## src/rtl/hazard_pkg.sv

```systemverilog
// Shared types for the ID-stage hazard scoreboard.
//   brcmd_t    : branch command carried by the ID instruction
//   sb_entry_t : one shadow slot {valid, destination register, is-load}
//   FWD_RF     : forward-select code meaning "read the register file"
// Destination fields are held at SB_DEST_W bits, so REG_W may be at most 8.
package hazard_pkg;

  typedef enum logic [1:0] {
    COND_JUMP = 2'd0,
    COND_BEZ  = 2'd1,
    COND_BNE  = 2'd2
  } brcmd_t;

  localparam int SB_DEST_W = 8;

  typedef struct packed {
    logic                 v;
    logic [SB_DEST_W-1:0] dest;
    logic                 mem_r;
  } sb_entry_t;

  localparam logic [2:0] FWD_RF = 3'd0;

endpackage

```

## src/rtl/hazard_src_match.sv

```systemverilog
// Per-source hazard check against the in-flight shadow.
//   shadow     : DEPTH entries, index 0 = EXE (youngest)
//   src        : source register read by the ID instruction
//   used       : the source is actually read
//   is_br      : ID instruction is a BEZ/BNE (operands needed in ID)
//   forward_en : forwarding paths are enabled
//   hazard     : some matching entry is not yet forwardable
//   fwd_sel    : 0 = register file, k+1 = youngest match at stage k
module hazard_src_match
  import hazard_pkg::*;
#(
  parameter int REG_W         = 5,
  parameter int DEPTH         = 2,
  parameter int ALU_AVAIL     = 0,
  parameter int LOAD_AVAIL    = 1,
  parameter int BR_EXTRA      = 2,
  parameter int ZERO_IS_CONST = 1
) (
  input  sb_entry_t [DEPTH-1:0] shadow,
  input  logic [REG_W-1:0]      src,
  input  logic                  used,
  input  logic                  is_br,
  input  logic                  forward_en,
  output logic                  hazard,
  output logic [2:0]            fwd_sel
);

  logic src_live;

  // First stage index at which the entry's result can reach this instruction.
  function automatic int ready_stage(input logic mem_r, input logic br);
    return (mem_r ? LOAD_AVAIL : ALU_AVAIL) + (br ? BR_EXTRA : 0);
  endfunction

  assign src_live = used && !((ZERO_IS_CONST != 0) && (src == '0));

  // Walk oldest to youngest so the youngest match is the last to set fwd_sel.
  always_comb begin
    hazard  = 1'b0;
    fwd_sel = FWD_RF;
    for (int k = DEPTH - 1; k >= 0; k--) begin
      if (src_live && shadow[k].v && (shadow[k].dest == SB_DEST_W'(src))) begin
        if (!forward_en || (k < ready_stage(shadow[k].mem_r, is_br))) hazard = 1'b1;
        if (forward_en) fwd_sel = 3'(k + 1);
      end
    end
  end

endmodule

```

## src/rtl/hazard_scoreboard.sv

```systemverilog
// ID-stage hazard scoreboard with its own shadow of in-flight destinations.
//   clk, rst_n         : clock, synchronous active-low reset
//   id_*               : decoded fields of the instruction sitting in ID
//   forward_en         : forwarding paths enabled
//   flush              : kill the ID instruction (taken branch)
//   pipe_hold          : downstream freeze; shadow does not advance
//   stall              : combinational; hold PC/IF-ID and bubble EXE
//   fwd_sel1/fwd_sel2  : 0 = register file, k+1 = forward from stage k
//   stall_cnt          : saturating count of hazard-stall cycles
//   inflight           : number of valid shadow entries
module hazard_scoreboard
  import hazard_pkg::*;
#(
  parameter int REG_W         = 5,
  parameter int DEPTH         = 2,
  parameter int ALU_AVAIL     = 0,
  parameter int LOAD_AVAIL    = 1,
  parameter int BR_EXTRA      = 2,
  parameter int ZERO_IS_CONST = 1,
  parameter int CNT_W         = 32
) (
  input  logic             clk,
  input  logic             rst_n,
  input  logic             id_valid,
  input  logic [REG_W-1:0] id_src1,
  input  logic [REG_W-1:0] id_src2,
  input  logic             id_is_imm,
  input  logic             id_st_or_bne,
  input  logic [REG_W-1:0] id_dest,
  input  logic             id_wb_en,
  input  logic             id_mem_r_en,
  input  brcmd_t           id_br_cmd,
  input  logic             forward_en,
  input  logic             flush,
  input  logic             pipe_hold,
  output logic             stall,
  output logic [2:0]       fwd_sel1,
  output logic [2:0]       fwd_sel2,
  output logic [CNT_W-1:0] stall_cnt,
  output logic [2:0]       inflight
);

  sb_entry_t [DEPTH-1:0] shadow_p0;
  sb_entry_t [DEPTH-1:0] shadow_nxt;
  logic                  src2_used;
  logic                  is_br;
  logic                  haz1, haz2, hazard;
  logic                  insert;
  logic [2:0]            sel1_raw, sel2_raw;

  function automatic logic [2:0] count_valid(input sb_entry_t [DEPTH-1:0] sh);
    logic [2:0] n;
    n = '0;
    for (int k = 0; k < DEPTH; k++) n = n + 3'(sh[k].v);
    return n;
  endfunction

  function automatic logic [CNT_W-1:0] sat_inc(input logic [CNT_W-1:0] c);
    return (&c) ? c : c + CNT_W'(1);
  endfunction

  assign src2_used = !id_is_imm || id_st_or_bne;
  assign is_br     = (id_br_cmd == COND_BEZ) || (id_br_cmd == COND_BNE);

  hazard_src_match #(
    .REG_W(REG_W), .DEPTH(DEPTH), .ALU_AVAIL(ALU_AVAIL), .LOAD_AVAIL(LOAD_AVAIL),
    .BR_EXTRA(BR_EXTRA), .ZERO_IS_CONST(ZERO_IS_CONST)
  ) u_src1 (
    .shadow(shadow_p0), .src(id_src1), .used(1'b1), .is_br(is_br),
    .forward_en(forward_en), .hazard(haz1), .fwd_sel(sel1_raw)
  );

  hazard_src_match #(
    .REG_W(REG_W), .DEPTH(DEPTH), .ALU_AVAIL(ALU_AVAIL), .LOAD_AVAIL(LOAD_AVAIL),
    .BR_EXTRA(BR_EXTRA), .ZERO_IS_CONST(ZERO_IS_CONST)
  ) u_src2 (
    .shadow(shadow_p0), .src(id_src2), .used(src2_used), .is_br(is_br),
    .forward_en(forward_en), .hazard(haz2), .fwd_sel(sel2_raw)
  );

  assign hazard = haz1 || haz2;
  // flush beats any hazard: the killed instruction must not hold the front end.
  assign stall    = id_valid && !flush && (hazard || pipe_hold);
  assign fwd_sel1 = stall ? FWD_RF : sel1_raw;
  assign fwd_sel2 = stall ? FWD_RF : sel2_raw;
  assign insert   = id_valid && !stall && !flush && id_wb_en;

  always_comb begin
    shadow_nxt = shadow_p0;
    if (!pipe_hold) begin
      for (int k = DEPTH - 1; k > 0; k--) shadow_nxt[k] = shadow_p0[k-1];
      shadow_nxt[0].v     = insert;
      shadow_nxt[0].dest  = SB_DEST_W'(id_dest);
      shadow_nxt[0].mem_r = id_mem_r_en;
    end
  end

  // ---- stage boundary: ID -> shadow (EXE onward) ----
  // Only the valid bits need clearing; dest/mem_r are ignored while v = 0.
  always_ff @(posedge clk) begin
    shadow_p0 <= shadow_nxt;
    if (!rst_n) begin
      for (int k = 0; k < DEPTH; k++) shadow_p0[k].v <= 1'b0;
    end
  end

  always_ff @(posedge clk) begin
    if (!rst_n) begin
      stall_cnt <= '0;
      inflight  <= '0;
    end else begin
      inflight <= count_valid(shadow_nxt);
      if (id_valid && hazard && !flush) stall_cnt <= sat_inc(stall_cnt);
    end
  end

endmodule

```

## config.mk

```make
export PLATFORM = sky130hd
export DESIGN_NAME = hazard_scoreboard
export DESIGN_NICKNAME = d
export VERILOG_FILES = /design/src/rtl/hazard_pkg.sv /design/src/rtl/hazard_src_match.sv /design/src/rtl/hazard_scoreboard.sv
export SDC_FILE = /design/constraint.sdc
export NUM_CORES = 1
export LEC_CHECK = 0
export CORE_AREA = 5 5 80 82
export CTS_CLUSTER_SIZE = 24
export DETAILED_ROUTE_END_ITERATION = 10
export DIE_AREA = 0 0 85 87
export GPL_TIMING_DRIVEN = 0
export PLACE_DENSITY = 0.79
export SLEW_MARGIN = 20
export SYNTH_ARGS = -nofsm -noshare
export SYNTH_HDL_FRONTEND = slang
export SYNTH_HIERARCHICAL = 1
export SYNTH_SLANG_ARGS = --single-unit
```

## constraint.sdc

```tcl
create_clock -name clk -period 3.5 [get_ports clk]
set_clock_uncertainty 0.15 [all_clocks]
set_input_delay 0.35 -clock clk [delete_from_list [all_inputs] [get_ports clk]]
set_output_delay 0.35 -clock clk [all_outputs]
set_load 0.01 [all_outputs]
```

==> results.ini, run 1 <==
[cells_and_area]
fillers = 515
diodes = 0
regArea_um2 = 1051
multi_input_area_um2 = 1574
drive_gt1_share_pct = 9.067
final_nets = 404
flow.area_growth_from_synthesis_pct = 34.80
fin_util_pct = 62.85

[worst_setup_path]
crit_type = reg2out
endpoint_kind = output port
arrival_ns = 2.83
worstSetupStartpointType = register
worstPathRequired_ns = 3.00
critPathMaxFanout = 6

[clocking]
numClockSinks = 47
cts_max_level = 2
root_buffer = clkbuf_8
tritoncts = built
insertion_delay_ns = 0.30
numCtsBuffers = 5
ctsHoldBuffers = 0
clk_path_buf_depth = 2
clk_pin_slew_ns = 0.08

[placed_design]
place.gp.congestion = 0.8589
numPortBuffers = 65
pre_cts_slack_ns = 0.04252
dp_hpwl_um = 5103

[global_routing]
grt_pass1_vias = 2397
antenna_found_initial = 0
grt_max_degree = 14
grtUsageTotal_pct = 18.84
grt-ovfl-total = 0
grt_pass1_wl_um = 11490

[sta]
finalHoldViolations = 0
finalSetupViolations = 0
setup_tns_ns = 0
hold_slack_ns = 0.3559
slew_viol_final = 0
fin_ws_ns = 0.1660
max_freq_ghz = 0.2999
fin_crit_ns = 3.334
worst_slew_pin_slew_ns = 0.8246
finalCritPeriodShare_pct = 95.26
slew-limit-headroom_pct = 44.60

[run_status]
status = finished, final reports clean

[routing]
first_iter_violations = 59
vias = 2461
wl_per_cell_um = 14.92
drc = 0
avgViaCountPerCell = 5.469
routed_wl_um = 6715
ant_nets = 0
drtPass1Iterations = 5

[floorplanning]
pin_count = 69
core_area_um2 = 5675
dieArea_um2 = 7395
std_cell_rows = 28
dieHeight_um = 87
die_w_um = 85
initial_utilization_pct = 46.63

[pwr]
pwr_density_cell_nw_per_um2 = 290.2
power_w = 0.001035
leakagePower_nw = 1.211
ir_worst_vdd_mv = 0.2187

[logic_synthesis]
ys_warn_count = 6
synth_area_um2 = 2646
syn_inst = 289
avgSynthCellArea_um2 = 9.157

[flow_run]
cap_violations = 0

[hold_path]
hp-class = reg2reg

==> metrics by stage <==
| stage | area (um^2) | cells |
|---|---|---|
| after detailed placement | 3436 | 441 |
| final | 3567 | 450 |
| after global routing | 3567 | 450 |
| after CTS | 3541 | 448 |
| after floorplan | 2691 | 301 |
| after global placement | 3436 | 441 |
==> area by class of cell <==
cell class / instances / share of cell area (%)
tap: 75 / 2.631
sequential: 47 / 29.46
clock buffer: 7 / 2.841
buffer: 8 / 1.578
multi-input combinational: 240 / 44.12
timing repair buffer: 67 / 18.73
inverter: 6 / 0.6314
==> sequential cells by signal (all words and copies together) (netlist names) <==
name,flops
inflight,2
shadow_p0,13
stall_cnt,32
==> power by group <==
| group | switching (W) | internal, W |
|---|---|---|
| logic | 0.0000464 | 0.0000497 |
| registers | 0.00000928 | 0.000567 |
| clock network | 0.000174 | 0.000189 |
==> worst max-delay path: stages (launching register included) <==
cell and delay, ns:
dfxtp_1 0.37, or4b_4 0.49, nor4_4 0.30, nand2_1 0.11
o2bb2ai_1 0.16, a21oi_2 0.13, nor2_1 0.11, a21oi_2 0.28
nor2b_1 0.09, clkdlybuf4s50_1 0.49
==> layout by cell type, fill, tap and decap left out, drive strengths merged, types with 11 or more instances in the layout <==
| cell type | n |
|---|---|
| conb | 16 |
| xor2 | 23 |
| a21oi | 24 |
| edfxtp | 11 |
| o21ai | 16 |
| dfxtp | 36 |
| nor2 | 12 |
| clkdlybuf4s50 | 64 |
| or3 | 16 |
| nand3 | 14 |
| nand2 | 26 |
==> worst paths after layout <==
path | startpoint | to | slack [ns] | cells after the start
setup / recovery | shadow_p0[9] | fwd_sel2[1] | 0.17 | 9
hold / removal | stall_cnt[23] | stall_cnt[23] | 0.36 | 2
setup reg to reg | shadow_p0[9] | stall_cnt[14] | 0.27 | 10
hold reg to reg | stall_cnt[23] | stall_cnt[23] | 0.36 | 2
==> what timing repair did <==
action                     CTS  global route
buffers inserted             0             2
gates resized for setup      1             2
setup endpoints to repair    5             6
cloned                       0             0
pin swaps                    0             1
==> metal layers <==
layer	vias to the layer above	part of all wire, %	GRT usage (%)	routed length (um)
met5	-	0	0	0
met4	0	1.3	5.180	87
met3	8	5.4	5.014	364
met2	62	47	30.93	3177
met1	1163	46	24.50	3086
li1	1228	-	-	-
(Power assumes the default switching activity.)
==> run 2, diff against run 1 <==
--- a/config.mk
+++ b/config.mk
@@ -5,14 +5,13 @@
 export SDC_FILE = /design/constraint.sdc
 export NUM_CORES = 1
 export LEC_CHECK = 0
-export CORE_AREA = 5 5 80 82
+export CORE_AREA = 5 5 81 83
 export CTS_CLUSTER_SIZE = 24
 export DETAILED_ROUTE_END_ITERATION = 10
-export DIE_AREA = 0 0 85 87
+export DIE_AREA = 0 0 86 88
 export GPL_TIMING_DRIVEN = 0
-export PLACE_DENSITY = 0.79
+export PLACE_DENSITY = 0.78
 export SLEW_MARGIN = 20
 export SYNTH_ARGS = -nofsm -noshare
 export SYNTH_HDL_FRONTEND = slang
-export SYNTH_HIERARCHICAL = 1
 export SYNTH_SLANG_ARGS = --single-unit
==> run 2 against run 1 <==
Worst hold slack got worse by 0.011 ns. Synthesized area is 3.0% higher. Critical path depth is the same. Setup slack got worse by 0.10 ns. Core utilization about the same. Synthesized cell count up 1.0%. Combinational power increased by 20%. Power grew 6.0%. First-iteration DRC count increased by 120%. Highest routed layer unchanged. Count of clock-buffer cells in the layout decreased by 2. Sequential power barely moved.
==> results.ini, run 2 <==
[floorplanning]
die_w_um = 86  ; +1.2%
dieArea_um2 = 7568  ; +2.3%
initial_utilization_pct = 47.16  ; +0.54 points
std_cell_rows = 28  ; unchanged
dieHeight_um = 88  ; +1.1%
pin_count = 69  ; unchanged
core_area_um2 = 5781  ; +1.9%

[sta]
finalCritPeriodShare_pct = 98.22  ; +3.0 points
fin_ws_ns = 0.06237  ; -0.1036 ns
finalHoldViolations = 0  ; unchanged
worst_slew_pin_slew_ns = 0.5534  ; -0.2712 ns
max_freq_ghz = 0.2909  ; -3.0%
slew_viol_final = 0  ; unchanged
slew-limit-headroom_pct = 63.11  ; +19 points
finalSetupViolations = 0  ; unchanged
fin_crit_ns = 3.438  ; +0.1036 ns

[logic_synthesis]
synth.most_common_cell = dfxtp_1
synth-edff-count = 11
synth.top_cell.area_share_pct = 26.43
synth_area_um2 = 2726  ; +3.0%
synth_ff_type = dfxtp_1
synth_common_cells = dfxtp_1 (36), nand2_1 (26), a21oi_1 (20), xnor2_1 (18), nand3_1 (16)
yosysSeqAreaShare_pct = 38.55
ys_warn_count = 0  ; -6
synthArstFlopShare_pct = 0
yosysUniqueCellTypes = 50
ys_ff_latch = 47
syn_inst = 292  ; +1.0%
avgSynthCellArea_um2 = 9.337  ; +2.0%
yosysTopAreaCell = dfxtp_1
ys_top_cells_by_area = dfxtp_1 (26%), edfxtp_1 (12%), xnor2_1 (5.8%)

[worst_setup_path]
slowest_delay_ns = 0.56  ; +0.07 ns
worstPathRequired_ns = 3.00  ; about the same
path_buf_inv = 2  ; +1
endpoint_kind = output port
endpoint = fwd_sel2[1]
crit_top_cell = clkdlybuf4s50_1
path_cells = clkdlybuf4s50_1, or4_4, nor2_4, nor4_4, o21ai_4, a21boi_4, a21oi_4, and4b_1, clkdlybuf4s50_1
path_depth = 9  ; unchanged
critPathMaxFanout = 7  ; +1
r2r.worst_path.cells = 10  ; unchanged
reg2reg_from = shadow_p0[14]
crit_start = id_src2[3]
reg2reg_to = stall_cnt[20]
arrival_ns = 2.94  ; +0.11 ns
r2r_slack_ns = 0.91  ; +0.64 ns
crit_type = in2out
cp_slowest_cell = or4_4
worstSetupStartpointType = input pin
crit_family = simple AND/OR/NAND/NOR gates

[cells_and_area]
fin_util_pct = 62.81  ; about the same
reg_top3 = stall_cnt (32), shadow_p0 (13), inflight (2)
final_area_um2 = 3631  ; +1.8%
final_common_cell = clkdlybuf4s50_1
layout.cells.non_filler = 443  ; -1.6%
diodes = 0  ; unchanged
largest_reg_flops = 32  ; unchanged
flow.area_growth_from_synthesis_pct = 33.18
layout_common_cells = clkdlybuf4s50_1 (63), dfxtp_1 (36), nand2_1 (26), a21oi_1 (19), xnor2_1 (18)
final_nets = 396  ; -2.0%
drive_gt1_share_pct = 10.33  ; +1.3 points
top_register = stall_cnt

[placed_design]
dp.cells = 434  ; -1.6%
numPortBuffers = 65  ; unchanged
place_area_um2 = 3478  ; +1.2%
dp_hpwl_um = 5243  ; +2.8%
place.gp.congestion = 0.8430  ; -1.9%
pre_cts_slack_ns = -0.1878  ; -0.2304 ns

[routing]
wl_met2_um = 3251  ; +2.3%
wl_per_cell_um = 15.80  ; +5.9%
met3_wirelength_um = 439  ; +21%
drtPass1Iterations = 4  ; -1
first_iter_violations = 132  ; +120%
drc = 0  ; unchanged
ant_nets = 0  ; unchanged
wl_met1_um = 3182  ; +3.1%
highest_layer = met4
routed_wl_um = 6998  ; +4.2%
avgViaCountPerCell = 5.639  ; +3.1%
vias = 2498  ; +1.5%

[run_status]
status = finished, final reports clean

[clocking]
numClockSinks = 47  ; unchanged
insertion_delay_ns = 0.30  ; about the same
ctsHoldBuffers = 0  ; unchanged
root_buffer = clkbuf_8
cts_max_level = 2  ; unchanged
tritoncts = built
clk_path_buf_depth = 2  ; unchanged
clk_pin_slew_ns = 0.09  ; about the same
numCtsBuffers = 5  ; unchanged

[global_routing]
grt_max_degree = 16  ; +2
grtUsageTotal_pct = 19.23  ; +0.39 points
antenna_found_initial = 0  ; unchanged
grt_pass1_wl_um = 11730  ; +2.1%
grt-ovfl-total = 0  ; unchanged
grt_pass1_vias = 2461  ; +2.7%

[pwr]
ir_worst_vdd_mv = 0.1986  ; -9.2%
leakagePower_nw = 1.251  ; +3.3%
power_w = 0.001098  ; +6.0%
pwr_density_cell_nw_per_um2 = 302.3  ; +4.2%

[flow_run]
cap_violations = 0  ; unchanged

[hold_path]
hp-class = reg2reg

run 2: layout make-up:
class | instances | area, um^2
clock inverters | 3 | 43.79
clock buffers | 5 | 68.82
flip-flops and latches | 47 | 1051
plain buffers | 17 | 107.6
fillers | 518 | 2150
well taps | 75 | 93.84
repair buffers | 66 | 663.1
inverters | 6 | 22.52
multi-input cells | 224 | 1580
run 2: cell families after synthesis:
| kind of cell | after synthesis | synth area share, % |
|---|---|---|
| buf+inv | 23 | 4.773 |
| simple gates | 134 | 31.94 |
| compound gates | 55 | 13.63 |
| xor+xnor | 22 | 7.067 |
| other cells | 1 | 0.1375 |
| mux | 8 | 2.983 |
| fa+ha+maj | 2 | 0.9177 |
| flops | 47 | 38.55 |
run 2: metrics by stage:
step,TNS (ns),hold WS [ns]
2_1_floorplan,0,0.2989
3_3_place_gp,-0.4821,0.3323
3_5_place_dp,-0.6785,0.3328
4_1_cts,0,0.3454
5_1_grt,-0.0004901,0.3770
6_report,0,0.3452
run 2: layer usage:
layer  GRT usage [%]  up-vias
met1           25.30     1176
li1                -     1225
met5               0        -
met2           32.17       84
met4           5.899        0
met3           3.481       13
run 2: where the power goes:
| part | switching [W] | total [W] | internal (W) |
|---|---|---|---|
| registers | 0.0000111 | 0.000579 | 0.000568 |
| logic | 0.0000552 | 0.000115 | 0.0000600 |
| clock network | 0.000190 | 0.000403 | 0.000213 |
run 2: what timing repair did:
| action | 4_1_cts | 5_1_grt |
|---|---|---|
| resized for setup | 3 | 4 |
| setup endpoints to repair | 4 | 4 |
| pin swaps | 0 | 2 |
| buffers inserted | 0 | 1 |
| gates cloned | 0 | 0 |
run 2: worst reg2reg max path, stage by stage (launching register included):
cell      delay [ns]
edfxtp_1        0.43
xnor2_1         0.19
nand2_1         0.12
nor4_4          0.40
o21ai_4         0.14
buf_4           0.16
a21bo_4         0.25
buf_6           0.16
buf_6           0.14
o31ai_1         0.25
a21oi_1         0.09
run 2: worst min path at each step:
stage             startpoint  slack, ns            end  depth (start not counted)
2_1_floorplan    id_mem_r_en       0.30   shadow_p0[0]                          0
3_3_place_gp   stall_cnt[31]       0.33  stall_cnt[31]                          2
3_5_place_dp   stall_cnt[31]       0.33  stall_cnt[31]                          2
4_1_cts        stall_cnt[31]       0.35  stall_cnt[31]                          2
5_1_grt         stall_cnt[8]       0.38   stall_cnt[8]                          2
6_report       stall_cnt[31]       0.35  stall_cnt[31]                          2
==> run 3, diff against run 2 <==
--- a/config.mk
+++ b/config.mk
@@ -5,13 +5,14 @@
 export SDC_FILE = /design/constraint.sdc
 export NUM_CORES = 1
 export LEC_CHECK = 0
-export CORE_AREA = 5 5 81 83
+export CORE_AREA = 5 5 80 82
 export CTS_CLUSTER_SIZE = 24
 export DETAILED_ROUTE_END_ITERATION = 10
-export DIE_AREA = 0 0 86 88
+export DIE_AREA = 0 0 85 87
 export GPL_TIMING_DRIVEN = 0
-export PLACE_DENSITY = 0.78
+export PLACE_DENSITY = 0.79
 export SLEW_MARGIN = 20
 export SYNTH_ARGS = -nofsm -noshare
 export SYNTH_HDL_FRONTEND = slang
+export SYNTH_HIERARCHICAL = 1
 export SYNTH_SLANG_ARGS = --single-unit
==> results of run 3 <==
Same layout as run 1: the final DEF is identical, and so are final timing and power.
